### src/rtl/sr1_mem_pkg.sv
// Shared definitions for the 16-bit CPU to 8-bit block-RAM bridge:
// FSM states, byte-lane indices and the legal read-latency range.
package sr1_mem_pkg;

  typedef enum logic [2:0] {
    ST_IDLE = 3'd0,
    ST_LO   = 3'd1,
    ST_HI   = 3'd2,
    ST_WAIT = 3'd3,
    ST_RESP = 3'd4
  } state_t;

  localparam int LANE_LO = 0;
  localparam int LANE_HI = 1;

  localparam int RD_LAT_MIN = 1;
  localparam int RD_LAT_MAX = 2;

endpackage

### src/rtl/bsram_word_bridge_if.sv
// CPU-side word request/response bus of the bridge.
interface bsram_word_bridge_if #(
  parameter int AW = 14
);
  logic          cpu_req;
  logic          cpu_we;
  logic [1:0]    cpu_be;
  logic [AW-1:0] cpu_addr;
  logic [15:0]   cpu_wdata;
  logic          cpu_busy;
  logic          cpu_ready;
  logic [15:0]   cpu_rdata;

  modport master (
    output cpu_req, cpu_we, cpu_be, cpu_addr, cpu_wdata,
    input  cpu_busy, cpu_ready, cpu_rdata
  );

  modport slave (
    input  cpu_req, cpu_we, cpu_be, cpu_addr, cpu_wdata,
    output cpu_busy, cpu_ready, cpu_rdata
  );
endinterface

### src/rtl/bsram_word_bridge_rd_lat_pipe.sv
// Read-latency tracker: carries {valid, hi_tag} for each read strobe so the
// returning byte is steered into the low or high half of the word.
module rd_lat_pipe #(
  parameter int RD_LAT = 1
) (
  input  logic clk,
  input  logic reset,
  input  logic in_vld,
  input  logic in_hi,
  output logic out_vld,
  output logic out_hi
);

  logic [RD_LAT-1:0] vld_p;
  logic [RD_LAT-1:0] hi_p;

  always_ff @(posedge clk) begin
    if (reset) begin
      vld_p <= '0;
      hi_p  <= '0;
    end else begin
      vld_p[0] <= in_vld;
      hi_p[0]  <= in_hi;
      for (int i = 1; i < RD_LAT; i++) begin
        vld_p[i] <= vld_p[i-1];
        hi_p[i]  <= hi_p[i-1];
      end
    end
  end

  assign out_vld = vld_p[RD_LAT-1];
  assign out_hi  = hi_p[RD_LAT-1];

endmodule

### src/rtl/bsram_word_bridge.sv
// Bridges 16-bit word reads/writes onto an 8-bit byte-wide block RAM port,
// issuing the low byte then the high byte of each word.
module bsram_word_bridge
  import sr1_mem_pkg::*;
#(
  parameter int AW     = 14,
  parameter int RD_LAT = 1
) (
  input  logic                  clk,
  input  logic                  reset,
  bsram_word_bridge_if.slave    cpu,
  output logic                  mem_ce,
  output logic                  mem_oce,
  output logic                  mem_wre,
  output logic [AW:0]           mem_ad,
  output logic [7:0]            mem_din,
  input  logic [7:0]            mem_dout
);

  generate
    if (RD_LAT < RD_LAT_MIN || RD_LAT > RD_LAT_MAX) begin : g_bad_rd_lat
      $error("bsram_word_bridge: RD_LAT must be within 1..2");
    end
  endgenerate

  state_t        state, state_nxt;
  logic [AW-1:0] addr_q;
  logic          we_q;
  logic [1:0]    be_q;
  logic [15:0]   wdata_q;
  logic [7:0]    lo_q;
  logic [15:0]   rdata_q;
  logic          oce_q;

  logic          strobe_ce;
  logic          strobe_wre;
  logic [AW:0]   ad_c;
  logic [7:0]    din_c;
  logic          rd_vld;
  logic          rd_hi;
  logic          cap_vld;
  logic          cap_hi;

  always_ff @(posedge clk) begin
    if (reset) state <= ST_IDLE;
    else       state <= state_nxt;
  end

  always_ff @(posedge clk) begin
    if (state == ST_IDLE && cpu.cpu_req) begin
      addr_q  <= cpu.cpu_addr;
      we_q    <= cpu.cpu_we;
      be_q    <= cpu.cpu_be;
      wdata_q <= cpu.cpu_wdata;
    end
  end

  always_ff @(posedge clk) begin
    if (reset) oce_q <= 1'b0;
    else       oce_q <= 1'b1;
  end

  // Return stage: low byte parks in lo_q, the word publishes on the high byte.
  always_ff @(posedge clk) begin
    if (cap_vld && !cap_hi) lo_q <= mem_dout;
  end

  always_ff @(posedge clk) begin
    if (reset)                rdata_q <= '0;
    else if (cap_vld && cap_hi) rdata_q <= {mem_dout, lo_q};
  end

  rd_lat_pipe #(
    .RD_LAT (RD_LAT)
  ) u_rd_lat_pipe (
    .clk     (clk),
    .reset   (reset),
    .in_vld  (rd_vld),
    .in_hi   (rd_hi),
    .out_vld (cap_vld),
    .out_hi  (cap_hi)
  );

  always_comb begin
    state_nxt  = state;
    strobe_ce  = 1'b0;
    strobe_wre = 1'b0;
    ad_c       = '0;
    din_c      = '0;
    rd_vld     = 1'b0;
    rd_hi      = 1'b0;
    case (state)
      ST_IDLE: begin
        if (cpu.cpu_req) state_nxt = ST_LO;
      end
      ST_LO: begin
        ad_c  = {addr_q, 1'(LANE_LO)};
        din_c = wdata_q[8*LANE_LO +: 8];
        if (we_q) begin
          strobe_ce  = be_q[LANE_LO];
          strobe_wre = be_q[LANE_LO];
        end else begin
          strobe_ce = 1'b1;
          rd_vld    = 1'b1;
        end
        state_nxt = ST_HI;
      end
      ST_HI: begin
        ad_c  = {addr_q, 1'(LANE_HI)};
        din_c = wdata_q[8*LANE_HI +: 8];
        if (we_q) begin
          strobe_ce  = be_q[LANE_HI];
          strobe_wre = be_q[LANE_HI];
          state_nxt  = ST_RESP;
        end else begin
          strobe_ce = 1'b1;
          rd_vld    = 1'b1;
          rd_hi     = 1'b1;
          state_nxt = ST_WAIT;
        end
      end
      ST_WAIT: begin
        if (cap_vld && cap_hi) state_nxt = ST_RESP;
      end
      ST_RESP: begin
        state_nxt = ST_IDLE;
      end
      default: begin
        state_nxt = ST_IDLE;
      end
    endcase
  end

  // The RAM samples its strobes on the same edge that applies reset, so they
  // are masked by reset to keep an interrupted access from touching memory.
  assign mem_ce  = strobe_ce  & ~reset;
  assign mem_wre = strobe_wre & ~reset;
  assign mem_ad  = ad_c;
  assign mem_din = din_c;
  assign mem_oce = oce_q;

  assign cpu.cpu_busy  = (state != ST_IDLE);
  assign cpu.cpu_ready = (state == ST_RESP);
  assign cpu.cpu_rdata = rdata_q;

endmodule

### src/flat_wrapper.sv
// flat-port wrapper written by rule: the top's interface ports become plain ports
module bsram_word_bridge_flat import sr1_mem_pkg::*;
#(
  parameter int AW     = 14,
  parameter int RD_LAT = 1
)
  (clk, reset, mem_ce, mem_oce, mem_wre, mem_ad, mem_din, mem_dout, cpu_cpu_req, cpu_cpu_we, cpu_cpu_be, cpu_cpu_addr, cpu_cpu_wdata, cpu_cpu_busy, cpu_cpu_ready, cpu_cpu_rdata);
  bsram_word_bridge_if #(.AW(AW)) cpu_i ();
  input  logic clk;
  input  logic reset;
  output logic mem_ce;
  output logic mem_oce;
  output logic mem_wre;
  output logic [AW:0] mem_ad;
  output logic [7:0] mem_din;
  input  logic [7:0] mem_dout;
  input wire logic [$bits(cpu_i.cpu_req)-1:0] cpu_cpu_req;
  input wire logic [$bits(cpu_i.cpu_we)-1:0] cpu_cpu_we;
  input wire logic [$bits(cpu_i.cpu_be)-1:0] cpu_cpu_be;
  input wire logic [$bits(cpu_i.cpu_addr)-1:0] cpu_cpu_addr;
  input wire logic [$bits(cpu_i.cpu_wdata)-1:0] cpu_cpu_wdata;
  output wire logic [$bits(cpu_i.cpu_busy)-1:0] cpu_cpu_busy;
  output wire logic [$bits(cpu_i.cpu_ready)-1:0] cpu_cpu_ready;
  output wire logic [$bits(cpu_i.cpu_rdata)-1:0] cpu_cpu_rdata;
  assign cpu_i.cpu_req = cpu_cpu_req;
  assign cpu_i.cpu_we = cpu_cpu_we;
  assign cpu_i.cpu_be = cpu_cpu_be;
  assign cpu_i.cpu_addr = cpu_cpu_addr;
  assign cpu_i.cpu_wdata = cpu_cpu_wdata;
  assign cpu_cpu_busy = cpu_i.cpu_busy;
  assign cpu_cpu_ready = cpu_i.cpu_ready;
  assign cpu_cpu_rdata = cpu_i.cpu_rdata;
  bsram_word_bridge #(.AW(AW), .RD_LAT(RD_LAT)) u_core (.clk(clk), .reset(reset), .cpu(cpu_i), .mem_ce(mem_ce), .mem_oce(mem_oce), .mem_wre(mem_wre), .mem_ad(mem_ad), .mem_din(mem_din), .mem_dout(mem_dout));
endmodule
### config.mk
export PLATFORM = sky130hd
export DESIGN_NAME = bsram_word_bridge_flat
export DESIGN_NICKNAME = d
export VERILOG_FILES = /design/src/rtl/sr1_mem_pkg.sv /design/src/rtl/bsram_word_bridge_if.sv /design/src/rtl/bsram_word_bridge_rd_lat_pipe.sv /design/src/rtl/bsram_word_bridge.sv /design/src/flat_wrapper.sv
export SDC_FILE = /design/constraint.sdc
export NUM_CORES = 1
export LEC_CHECK = 0
export ABC_CLOCK_PERIOD_IN_PS = 2900
export BUFFER_PORTS_ARGS = -buffer_cell sky130_fd_sc_hd__buf_2
export CAP_MARGIN = 20
export CORE_UTILIZATION = 37
export CTS_CLUSTER_SIZE = 40
export DETAILED_ROUTE_END_ITERATION = 8
export PLACE_DENSITY = 0.77
export SYNTH_ARGS = -nofsm -noshare
export SYNTH_HDL_FRONTEND = slang
export SYNTH_SLANG_ARGS = --single-unit
### constraint.sdc
create_clock -name clk -period 2.9 [get_ports clk]
set_clock_uncertainty 0.15 [all_clocks]
set_input_delay 0.145 -clock clk [delete_from_list [all_inputs] [get_ports clk]]
set_output_delay 0.145 -clock clk [all_outputs]
set_load 0.005 [all_outputs]
## Word level (Yosys, flattened, before mapping)

Index checks and enable logic that the tools add are counted.

| cells by class | value |
|---|---|
| equality and inequality tests | 6 |
| mux-type cells | 14 |
| bitwise gates (word level) | 5 |
| reduce and logical (&&, ||, !) cells | 10 |

Operators by type and width:

| operator | count |
|---|---|
| 15-bit case mux with 2 select lines | 1 |
| 8-bit case mux with 2 select lines | 1 |
| 3-bit case mux with 4 select lines | 1 |
| 3-bit 2-to-1 mux | 3 |
| 3-bit by 2-bit equality test with 1-bit output (second input constant) | 2 |
| 1-bit 2-to-1 mux | 6 |
| 2-bit OR reduction | 3 |
| 1-bit case mux with 2 select lines | 2 |
| 3-bit by 1-bit equality test with 1-bit output (second input constant) | 1 |
| 3-bit equality test (second input constant) | 1 |
| 1-bit logical AND | 3 |
| 3-bit logical NOT | 1 |
| 1-bit NOT | 3 |
| 3-bit nonzero test | 1 |
| 1-bit bitwise AND | 2 |
| 2-bit by 1-bit inequality test with 1-bit output (second input constant) | 1 |
| 2-bit inequality test (second input constant) | 1 |
| 2-bit AND reduction | 1 |
| 1-bit logical NOT | 1 |

| word-level totals | value |
|---|---|
| register bits after elaboration | 63 |
| input bits | 44 |
| output and inout port bits | 44 |
| word-level logic and storage cells | 45 |

## Depth between registers and ports, before layout

Gate-level depths: netlist of the first run.

| logic depth | value |
|---|---|
| word-level depth | 4 |
| gate-level depth with buffers | 5 |

## Hierarchy

A second synthesis of the first run with hierarchy kept.

| unflattened totals | value |
|---|---|
| cell total of the unflattened synthesis | 185 |
| area, all modules | 2,313.5 um^2 |

By module, submodules not included:

| module | times used | cells an instance | area each (um^2) | seq. area each (um^2) |
|---|---|---|---|---|
| bsram_word_bridge | 1 | 181 | 2,260.9 | 1,631.6 |
| rd_lat_pipe | 1 | 4 | 52.6 | 40.0 |

## Least setup slack after synthesis of the first run

Ideal clock, no wire load.

| path | value |
|---|---|
| path kind | flip-flop to flip-flop |
| from | register u_core.state[0] |
| to | register u_core.addr_q[0], enable pin |
| arrival | 2,224 ps |
| data required time | 2,327 ps |
| path slack | 103 ps |
| cell stages (with the launch flop) | 4 |
| buffers on the path | 1 |
| cell sequence | dfxtp_1 buf_4 or3_1 nor2_1 |

| between the ends | value |
|---|---|
| longest elaborated chain between the ends | 2 |

RTL lines:

| what | RTL line | source |
|---|---|---|
| from (decl) | bsram_word_bridge.sv:26 | `state_t state, state_nxt;` |
| from (signal assigned) | bsram_word_bridge.sv:46 | `else state <= state_nxt;` |
| 3-bit logical NOT | bsram_word_bridge.sv:50 | `if (state == ST_IDLE && cpu.cpu_req) begin` |
| 1-bit logical AND | bsram_word_bridge.sv:50 |  |
| to (signal assigned) | bsram_word_bridge.sv:51 | `addr_q <= cpu.cpu_addr;` |
| to (decl) | bsram_word_bridge.sv:27 | `logic [AW-1:0] addr_q;` |

Every way passes these cells.
A chain may end at the register's enable or synchronous reset.

## Worst setup path in the final report of the first run

| path | value |
|---|---|
| from | register u_core.state[0] |
| to | output mem_ad[9] |

| between the ends | value |
|---|---|
| longest elaborated chain between the ends | 2 |
| elaborated cells between the ends (all ways) | 3 |
| those cells by class | 2 x eq/ne; 1 x mux |

RTL lines:

| what | RTL line | source |
|---|---|---|
| 3-bit by 2-bit equality test with 1-bit output or 3-bit by 1-bit equality test with 1-bit output (tied branches) | bsram_word_bridge.sv:92 | `case (state)` |
| 15-bit case mux with 2 select lines * | bsram_word_bridge.sv:92 |  |
| to (decl) | flat_wrapper.sv:14 | `output logic [AW:0] mem_ad;` |

Mark *: on every way between the ends. The rest lies on a longest branch, timed or not.

==> results.json, run 1 <==
{
  "outcome": "complete, no violations",
  "wl_mm": 5.51,
  "pre_cts_ws_ns": 1.02,
  "fill_cells": 505,
  "setup-violations-final": 0,
  "fin_crit_sh_pct": 72.6,
  "syn_to_final_growth_pct": 50.3,
  "diodes": 0,
  "holdPathStages": 3,
  "reg2reg_depth": 3,
  "p_comb_share_pct": 9.9,
  "io_pins": 88,
  "wl_per_cell_um": 13.9,
  "synthCells": 183,
  "p_int_mw": 1.70,
  "num_vias": 1827,
  "grt_use_total_pct": 17.9,
  "maxSlewViolCount": 0,
  "grt_max_degree": 34,
  "cp.required_ns": 2.61,
  "rows": 28,
  "grt-ovfl-total": 0,
  "clkLatencyLatePin_ns": 0.33,
  "period_minus_slack_ns": 2.10,
  "cts_tree": "yes",
  "drive_gt1_share_pct": 34.1,
  "synth_common_cells": "edfxtp_1, nand2_1, dfxtp_1",
  "cap_violations": 0,
  "synth_area_mm2": 0.00230,
  "switchingPower_mw": 0.475,
  "max_freq_mhz": 475,
  "grt_pass1_wl_mm": 8.31,
  "synth_async_sr_flop_share_pct": 0,
  "tightest_slew_ns": 0.705,
  "die_area_mm2": 0.00653,
  "die-width_um": 80.8,
  "reg2reg_slack_ns": 1.00,
  "hp-start": "cpu_cpu_req",
  "dp_cells": 338,
  "cp-start-kind": "register",
  "leakage_nw": 1.46,
  "syn_avg_cell_area_um2": 12.6,
  "relSlewSlack_pct": 52.9,
  "worstPathCellList": "nor2b_1 > buf_4 > o21ba_2 > and2_1 > buf_2",
  "worstSetupEndpointType": "output pin",
  "hold_violations": 0,
  "p_seq_share_pct": 47.5,
  "cpPeakStageDelay_ns": 0.49,
  "grt_setup_unrepaired": "false",
  "yosys_warnings": 0,
  "r2r-start": "u_core.state[2]",
  "coreArea_mm2": 0.00596,
  "regToRegEndpoint": "u_core.addr_q[0]",
  "arrival_ns": 1.81,
  "slowest_stage": "dfxtp_1",
  "initial_core_util_pct": 38.6,
  "yosys.cell_types.count": 26,
  "instances_no_fill": 395,
  "power.share.clock_pct": 42.6,
  "setup_tns_ns": 0,
  "synthesis.nets": 227,
  "hold_path.class": "primary input to register",
  "synth.most_common_cell": "edfxtp_1",
  "synth_edf_count": 41,
  "powerDensity_mw_per_mm2": 631,
  "worst_slack_ns": 0.796,
  "final_area_mm2": 0.00345,
  "min_delay_worst_endpoint": "u_core.state[0]",
  "drtPass1Iterations": 7,
  "total_power_mw": 2.18,
  "clkSinkCount": 63,
  "netlist.area_leader.share_pct": 53.6,
  "dpl_cell_area_mm2": 0.00280,
  "cp_max_fo": 15,
  "cts_buffer_depth": 2,
  "die_h_um": 80.8,
  "drt-initial-drc-count": 121,
  "grt_pass1_vias": 1804,
  "ant_nets": 0,
  "io_buffer_count": 87,
  "crit_type": "register to output pin",
  "viasPerCell": 4.63,
  "cts_max_level": 3,
  "yosysTopAreaCell": "edfxtp_1",
  "drc": 0,
  "gp_congestion": 0.721,
  "postCtsSetupBuffers": 0,
  "synthFlopType": "edfxtp_1",
  "clk_pin_slew_ns": 0.07,
  "ys_top_cells_by_area": "edfxtp_1, dfxtp_1, nand2_1",
  "ys_seq_area_share_pct": 72.8,
  "place_hpwl_mm": 3.25,
  "fin_nets": 359,
  "root_buffer": "clkbuf_8",
  "cts_made_buffers": 9,
  "p_sw_share_pct": 21.8,
  "antenna_found_initial": 0,
  "synth-seq-cells": 63,
  "ir_worst_vdd_mv": 0.309
}
kinds of logic (layout without fill, tap and decap cells):
kind of cell / count (synthesis) / count (layout) / synth area share, %
AND/OR/NAND/NOR: 73 / 73 / 15.1
AO/OA/AOI/OAI: 32 / 32 / 8.71
flip-flops: 63 / 63 / 72.8
multiplexers: 1 / 1 / 0.436
buffers and inverters: 14 / 151 / 3.00
layout by cell type, fill, tap and decap left out, types with 2 or more instances in the layout:
master	instances
bufinv_16	3
and2_1	15
dfxtp_1	22
a22oi_1	9
nand2_1	35
nor4_1	2
nor2_1	11
edfxtp_1	41
a21oi_1	17
dlygate4sd3_1	41
o21ai_0	2
inv_1	4
buf_4	3
clkbuf_8	9
nor2b_1	4
buf_2	87
worst max-delay path, delay by kind of cell (launching register included):
kind                   cells  cell delay (ns)
and+or+nand+nor            2             0.38
DFF                        1             0.49
AOI/OAI and AO/OA          1             0.30
buffers and inverters      2             0.31
final cells by class:
cell class | count | area (µm²) | share of cell area (%)
Clock buffer | 9 | 124 | 3.59
Tap cell | 75 | 93.8 | 2.72
Timing Repair Buffer | 131 | 868 | 25.2
Sequential cell | 63 | 1670 | 48.4
Clock inverter | 7 | 120 | 3.48
Inverter | 4 | 15.0 | 0.435
Multi-Input combinational cell | 106 | 559 | 16.2
sequential cells by signal (all words and copies together) (netlist names):
signal	flops
u_core.wdata_q	16
u_core.lo_q	8
u_core.u_rd_lat_pipe.out_vld	1
u_core.mem_oce	1
u_core.be_q	2
u_core.cpu.cpu_rdata	16
u_core.u_rd_lat_pipe.out_hi	1
u_core.we_q	1
u_core.addr_q	14
u_core.state	3
routing by layer:
layer | vias up | part of all wire, % | GRT usage [%] | wire length [µm]
li1 | 901 | - | - | -
met1 | 835 | 39 | 19.1 | 2170
met2 | 68 | 52 | 30.3 | 2850
met3 | 23 | 4.4 | 4.49 | 243
met4 | 0 | 4.4 | 14.3 | 245
met5 | - | 0 | 0 | 0
power groups by stage:
stage / registers [mW] / clock network, mW / logic, mW
after global routing: 1.04 / 0.985 / 0.236
after CTS: 1.03 / 0.938 / 0.214
after floorplan: 1.05 / 0 / 0.0922
after global placement: 1.05 / 0 / 0.167
final: 1.03 / 0.927 / 0.216
after detailed placement: 1.05 / 0 / 0.171
what timing repair did:
| action | CTS | global route |
|---|---|---|
| gates resized for setup | 0 | 0 |
| hold endpoints to repair | 49 | 0 |
| hold buffers | 41 | 0 |
how the worst max path moves through the flow:
stage,from,slack (ns),end
2_1_floorplan,u_core.state[0],0.10,u_core.addr_q[0]
3_3_place_gp,u_core.state[2],1.05,u_core.addr_q[13]
3_5_place_dp,u_core.state[2],1.02,u_core.addr_q[2]
4_1_cts,u_core.state[0],0.78,mem_ad[9]
5_1_grt,u_core.state[0],0.66,mem_ad[5]
6_report,u_core.state[0],0.80,mem_ad[9]
per-stage QoR:
step                hold slack (ns)  util (%)
floorplan                    0.0939         -
global placement              0.172      47.0
detailed placement            0.174      47.0
CTS                         0.00156      58.0
global route                 0.0430      58.0
finish                       0.0122      58.0
Note: power is estimated with default switching activity, not from simulation.
==> inputs of run 2 (changes only) <==
--- a/config.mk
+++ b/config.mk
@@ -5,7 +5,7 @@
 export SDC_FILE = /design/constraint.sdc
 export NUM_CORES = 1
 export LEC_CHECK = 0
-export ABC_CLOCK_PERIOD_IN_PS = 2900
+export ABC_CLOCK_PERIOD_IN_PS = 1900
 export BUFFER_PORTS_ARGS = -buffer_cell sky130_fd_sc_hd__buf_2
 export CAP_MARGIN = 20
 export CORE_UTILIZATION = 37
==> constraint.sdc (replaced) <==
create_clock -name clk -period 1.9 [get_ports clk]
set_clock_uncertainty 0.15 [all_clocks]
set_input_delay 0.095 -clock clk [delete_from_list [all_inputs] [get_ports clk]]
set_output_delay 0.095 -clock clk [all_outputs]
set_load 0.005 [all_outputs]
==> results.json, run 2 (synthesis gave the netlist of run 1 again) <==
{
  "die_h_um": 80.8,
  "regToRegEndpoint": "u_core.addr_q[9]",
  "dpl_cell_area_mm2": 0.00284,
  "fin_crit_sh_pct": 91.8,
  "drt-initial-drc-count": 56,
  "relSlewSlack_pct": 59.7,
  "grt_pass1_wl_mm": 7.89,
  "grt_max_degree": 34,
  "p_comb_share_pct": 11.7,
  "period_minus_slack_ns": 1.74,
  "wl_per_cell_um": 12.8,
  "root_buffer": "clkbuf_8",
  "ir_worst_vdd_mv": 0.521,
  "cts_tree": "yes",
  "cap_violations": 0,
  "cp_max_fo": 10,
  "p_sw_share_pct": 21.5,
  "holdPathStages": 2,
  "hp-start": "u_core.cpu.cpu_rdata[14]",
  "switchingPower_mw": 0.648,
  "layout_commonest_cell": "buf_2",
  "cp-start-kind": "register",
  "fin_util_pct": 58.4,
  "reg2reg_depth": 3,
  "leakage_nw": 1.47,
  "cp.required_ns": 1.65,
  "power.share.clock_pct": 36.1,
  "p_int_mw": 2.37,
  "initial_core_util_pct": 38.6,
  "grt_pass1_vias": 1763,
  "clkLatencyLatePin_ns": 0.32,
  "powerDensity_mw_per_mm2": 868,
  "cts_made_buffers": 9,
  "crit_type": "register to output pin",
  "ant_nets": 0,
  "grt_use_total_pct": 16.7,
  "reg2reg_slack_ns": 0.32,
  "p_seq_share_pct": 52.2,
  "drive_gt1_share_pct": 35.1,
  "grt_use_met2_pct": 28.2,
  "outcome": "complete, no violations",
  "num_vias": 1843,
  "final_area_mm2": 0.00348,
  "die-width_um": 80.8,
  "use_met1_pct": 19.2,
  "io_pins": 88,
  "hold_violations": 0,
  "coreArea_mm2": 0.00596,
  "final_cell_mix": "buf_2, dlygate4sd3_1, edfxtp_1",
  "syn_to_final_growth_pct": 51.4,
  "wl_mm": 5.11,
  "pre_cts_ws_ns": 0.291,
  "drc": 0,
  "fin_nets": 364,
  "busiest_layer": "met2",
  "grt-ovfl-total": 0,
  "hold_path.class": "register to register",
  "max_freq_mhz": 573,
  "grt_use_met3_pct": 6.07,
  "tightest_slew_ns": 0.603,
  "worst_slack_ns": 0.156,
  "maxSlewViolCount": 0,
  "diodes": 0,
  "postCtsSetupBuffers": 0,
  "cts_max_level": 3,
  "cts_buffer_depth": 2,
  "min_delay_worst_endpoint": "u_core.cpu.cpu_rdata[14]",
  "clk_pin_slew_ns": 0.06,
  "setup-violations-final": 0,
  "gp_congestion": 0.700,
  "place_hpwl_mm": 3.12,
  "clkSinkCount": 63,
  "drtPass1Iterations": 4,
  "viasPerCell": 4.61,
  "rows": 28,
  "io_buffer_count": 87,
  "r2r-start": "u_core.state[0]",
  "antenna_found_initial": 0,
  "worstSetupEndpointType": "output pin",
  "arrival_ns": 1.50,
  "die_area_mm2": 0.00653,
  "setup_tns_ns": 0
}
-- run 2: cell count changes in the layout (fill, tap and decap cells not counted), sizes merged --
cell | before | now
buf | 90 | 93
clkinv | 2 | 4
dlygate4sd3 | 41 | 43
bufinv | 3 | 1
inv | 5 | 4
clkinvlp | 1 | 0
clkbuf | 9 | 11
-- run 2: power groups by stage --
| stage | registers [mW] | clock network (mW) | logic, mW |
|---|---|---|---|
| after CTS | 1.57 | 1.13 | 0.348 |
| after detailed placement | 1.60 | 0 | 0.279 |
| after floorplan | 1.59 | 0 | 0.148 |
| final | 1.58 | 1.09 | 0.352 |
| after global placement | 1.60 | 0 | 0.273 |
| after global routing | 1.58 | 1.19 | 0.390 |
-- run 2: area by class of cell --
cell class	count	area [µm²]
fill	510	2480
tap	75	93.8
clock buffer	11	141
clock inverter	5	47.5
multi-input combinational	106	581
inverter	4	15.0
sequential	63	1680
timing repair buffer	136	923
-- run 2: repair_timing --
item / in CTS / in global routing
setup endpoints to repair: 10 / 24
resized for setup: 0 / 6
hold buffers: 43 / 0
hold endpoints to repair: 51 / 0
-- run 2: critical path, cell delays in order, from the launching register on --
cell and delay (ns):
dfxtp_4 0.40, nor2b_2 0.20, buf_4 0.19, o21ai_0 0.10
a21boi_1 0.15, buf_2 0.13
-- run 2: per-stage QoR --
step | power [mW] | hold slack [ns] | cells
6_report | 3.02 | 0.300 | 400
2_1_floorplan | 1.74 | 0.0439 | 183
4_1_cts | 3.05 | 0.303 | 400
3_5_place_dp | 1.88 | 0.123 | 341
5_1_grt | 3.16 | 0.315 | 400
3_3_place_gp | 1.87 | 0.123 | 341
-- run 2: metal layers --
| metal | vias to the layer above | share of wire (%) |
|---|---|---|
| met5 | - | 0 |
| met4 | 0 | 1.9 |
| met3 | 10 | 4.6 |
| met2 | 57 | 52 |
| met1 | 858 | 41 |
| li1 | 918 | - |
-- run 2: worst max path at each step --
stage | start | end | cells after the start
4_1_cts | u_core.state[0] | mem_ad[7] | 4
6_report | u_core.state[0] | mem_ce | 5
3_3_place_gp | u_core.state[0] | u_core.addr_q[11] | 3
2_1_floorplan | u_core.state[0] | u_core.addr_q[0] | 3
5_1_grt | u_core.state[0] | mem_ce | 5
3_5_place_dp | u_core.state[0] | u_core.addr_q[13] | 3
==> inputs of run 3 (changes only) <==
--- a/config.mk
+++ b/config.mk
@@ -8,10 +8,12 @@
 export ABC_CLOCK_PERIOD_IN_PS = 1900
 export BUFFER_PORTS_ARGS = -buffer_cell sky130_fd_sc_hd__buf_2
 export CAP_MARGIN = 20
+export CORE_MARGIN = 4
 export CORE_UTILIZATION = 37
 export CTS_CLUSTER_SIZE = 40
 export DETAILED_ROUTE_END_ITERATION = 8
 export PLACE_DENSITY = 0.77
 export SYNTH_ARGS = -nofsm -noshare
 export SYNTH_HDL_FRONTEND = slang
+export SYNTH_HIERARCHICAL = 1
 export SYNTH_SLANG_ARGS = --single-unit
==> results.json, run 3 <==
{
  "grt_setup_unrepaired": "false",
  "wl_per_cell_um": 13.9,
  "synthXorXnorAreaFrac_pct": 0,
  "cp_max_fo": 10,
  "clk_pin_slew_ns": 0.06,
  "min_delay_worst_endpoint": "u_core/state[0]",
  "hold-worst-slack_ns": 0.0850,
  "yosys-mux-area-fraction_pct": 0.433,
  "die_h_um": 87.1,
  "grt_pass1_vias": 1829,
  "coreArea_mm2": 0.00599,
  "drive_gt1_share_pct": 35.1,
  "cts_made_buffers": 9,
  "hp-start": "cpu_cpu_req",
  "fin_crit_sh_pct": 93.7,
  "ys_top_cells_by_area": "edfxtp_1, dfxtp_1, nand2_1",
  "cp-start-kind": "register",
  "viasPerCell": 4.58,
  "ir_worst_vdd_mv": 0.459,
  "regArea_mm2": 0.00168,
  "fill_cells": 482,
  "ys_seq_area_share_pct": 72.3,
  "synthCells": 185,
  "cap_violations": 0,
  "drt-initial-drc-count": 133,
  "ant_nets": 0,
  "yosys.area_share.simple_pct": 15.4,
  "grt_max_degree": 34,
  "root_buffer": "clkbuf_8",
  "diodes": 0,
  "period_minus_slack_ns": 1.78,
  "setup-violations-final": 0,
  "netlist.area_leader.share_pct": 53.2,
  "wl_mm": 5.58,
  "r2r-start": "u_core/state[0]",
  "final_cell_mix": "buf_2, dlygate4sd3_1, edfxtp_1",
  "synthAdderAreaFrac_pct": 0,
  "yosysTopAreaCell": "edfxtp_1",
  "crit_type": "register to output pin",
  "drc": 0,
  "relSlewSlack_pct": 57.5,
  "max_freq_mhz": 562,
  "reg2reg_depth": 3,
  "multi_input_area_um2": 584,
  "syn_to_final_growth_pct": 48.6,
  "outcome": "complete, no violations",
  "cts_max_level": 3,
  "powerDensity_mw_per_mm2": 829,
  "cts_tree": "yes",
  "synth_async_sr_flop_share_pct": 0,
  "yosys_warnings": 6,
  "die-width_um": 87.1,
  "initial_core_util_pct": 38.6,
  "synth.most_common_cell": "edfxtp_1",
  "clkLatencyLatePin_ns": 0.33,
  "tightest_slew_ns": 0.636,
  "holdPathStages": 3,
  "synth_common_cells": "edfxtp_1, nand2_1, dfxtp_1",
  "syn_avg_cell_area_um2": 12.5,
  "setup_tns_ns": 0,
  "synth_edf_count": 41,
  "layout_commonest_cell": "buf_2",
  "maxSlewViolCount": 0,
  "worstSetupEndpointType": "output pin",
  "antenna_found_initial": 0,
  "synthesis.nets": 229,
  "synthFlopType": "edfxtp_1",
  "cts_buffer_depth": 2,
  "clkSinkCount": 63,
  "grt_use_total_pct": 15.4,
  "synth-seq-cells": 63,
  "leakage_nw": 1.45,
  "fin_nets": 364,
  "cp.required_ns": 1.65,
  "grt-ovfl-total": 0,
  "die_area_mm2": 0.00758,
  "synth_compound_area_share_pct": 8.65,
  "yosys.cell_types.count": 27,
  "drtPass1Iterations": 4,
  "place_hpwl_mm": 3.52,
  "io_pins": 88,
  "hold_path.class": "primary input to register",
  "io_buffer_count": 87,
  "synth_area_mm2": 0.00231,
  "gp_congestion": 0.740,
  "rows": 28,
  "num_vias": 1831,
  "regToRegEndpoint": "u_core/addr_q[8]",
  "grt_pass1_wl_mm": 8.63,
  "synth_top_family_by_area": "simple AND/OR/NAND/NOR gates",
  "reg2reg_slack_ns": 0.31,
  "hold_violations": 0,
  "arrival_ns": 1.53
}
run 3: logic make-up (layout without fill, tap and decap cells):
kind of cell | Yosys count | after routing
mux | 1 | 1
compound gates | 32 | 32
simple gates | 74 | 74
flops | 63 | 63
buf+inv | 15 | 155
run 3: how the worst max path moves through the flow:
| stage | startpoint | endpoint | slack, ns | cells after the start |
|---|---|---|---|---|
| after detailed placement | u_core/state[0] | u_core/addr_q[5] | 0.27 | 3 |
| after CTS | u_core/state[1] | mem_wre | 0.05 | 5 |
| after global routing | u_core/state[1] | mem_wre | 0.0009 | 5 |
| after floorplan | u_core/state[0] | u_core/addr_q[0] | 0.001 | 3 |
| after global placement | u_core/state[0] | u_core/addr_q[0] | 0.31 | 3 |
| final | u_core/state[1] | mem_wre | 0.12 | 5 |
run 3: layout make-up:
class                   instances  area share (%)
multi-input cells             107            17.0
flip-flops and latches         63            48.8
well taps                      75            2.73
repair buffers                135            26.6
clock buffers                  10            3.71
inverters                       4           0.437
clock inverters                 6           0.801
run 3: metal layers:
metal / part of all wire (%) / GRT usage (%) / vias up
li1: - / - / 914
met3: 4.2 / 3.97 / 14
met5: 0 / 0 / -
met2: 56 / 28.8 / 54
met1: 37 / 15.0 / 849
met4: 2.5 / 8.50 / 0
run 3: report_power, final:
group          leakage (nW)  switching, mW  total, mW  internal, mW
Combinational         0.800          0.161      0.353         0.192
Sequential            0.567         0.0291       1.58          1.55
Clock                0.0847          0.467      0.921         0.454
run 3: stage by stage:
step | power (mW) | cell area (µm²) | util (%) | instances | worst slack (ns)
finish | 2.85 | 3440 | 57.4 | 400 | 0.120
global placement | 1.88 | 2850 | 47.6 | 342 | 0.308
detailed placement | 1.89 | 2850 | 47.6 | 342 | 0.275
global route | 2.98 | 3440 | 57.4 | 400 | 0.000851
CTS | 2.88 | 3430 | 57.3 | 400 | 0.0541
floorplan | 1.75 | 2330 | - | 185 | 0.00102
run 3: worst max-delay path, stage by stage, from the launching register on:
cell and delay [ns]:
dfxtp_2 0.40, nor2b_2 0.20, buf_4 0.19, a22oi_1 0.11, nor4_2 0.14, buf_2 0.17
run 3: what timing repair did:
action,CTS,global route
endpoints found under the hold margin,50,0
hold buffers,42,0
setup endpoints to repair,9,16
gates cloned,0,0
setup buffers,0,0
resized for setup,2,3
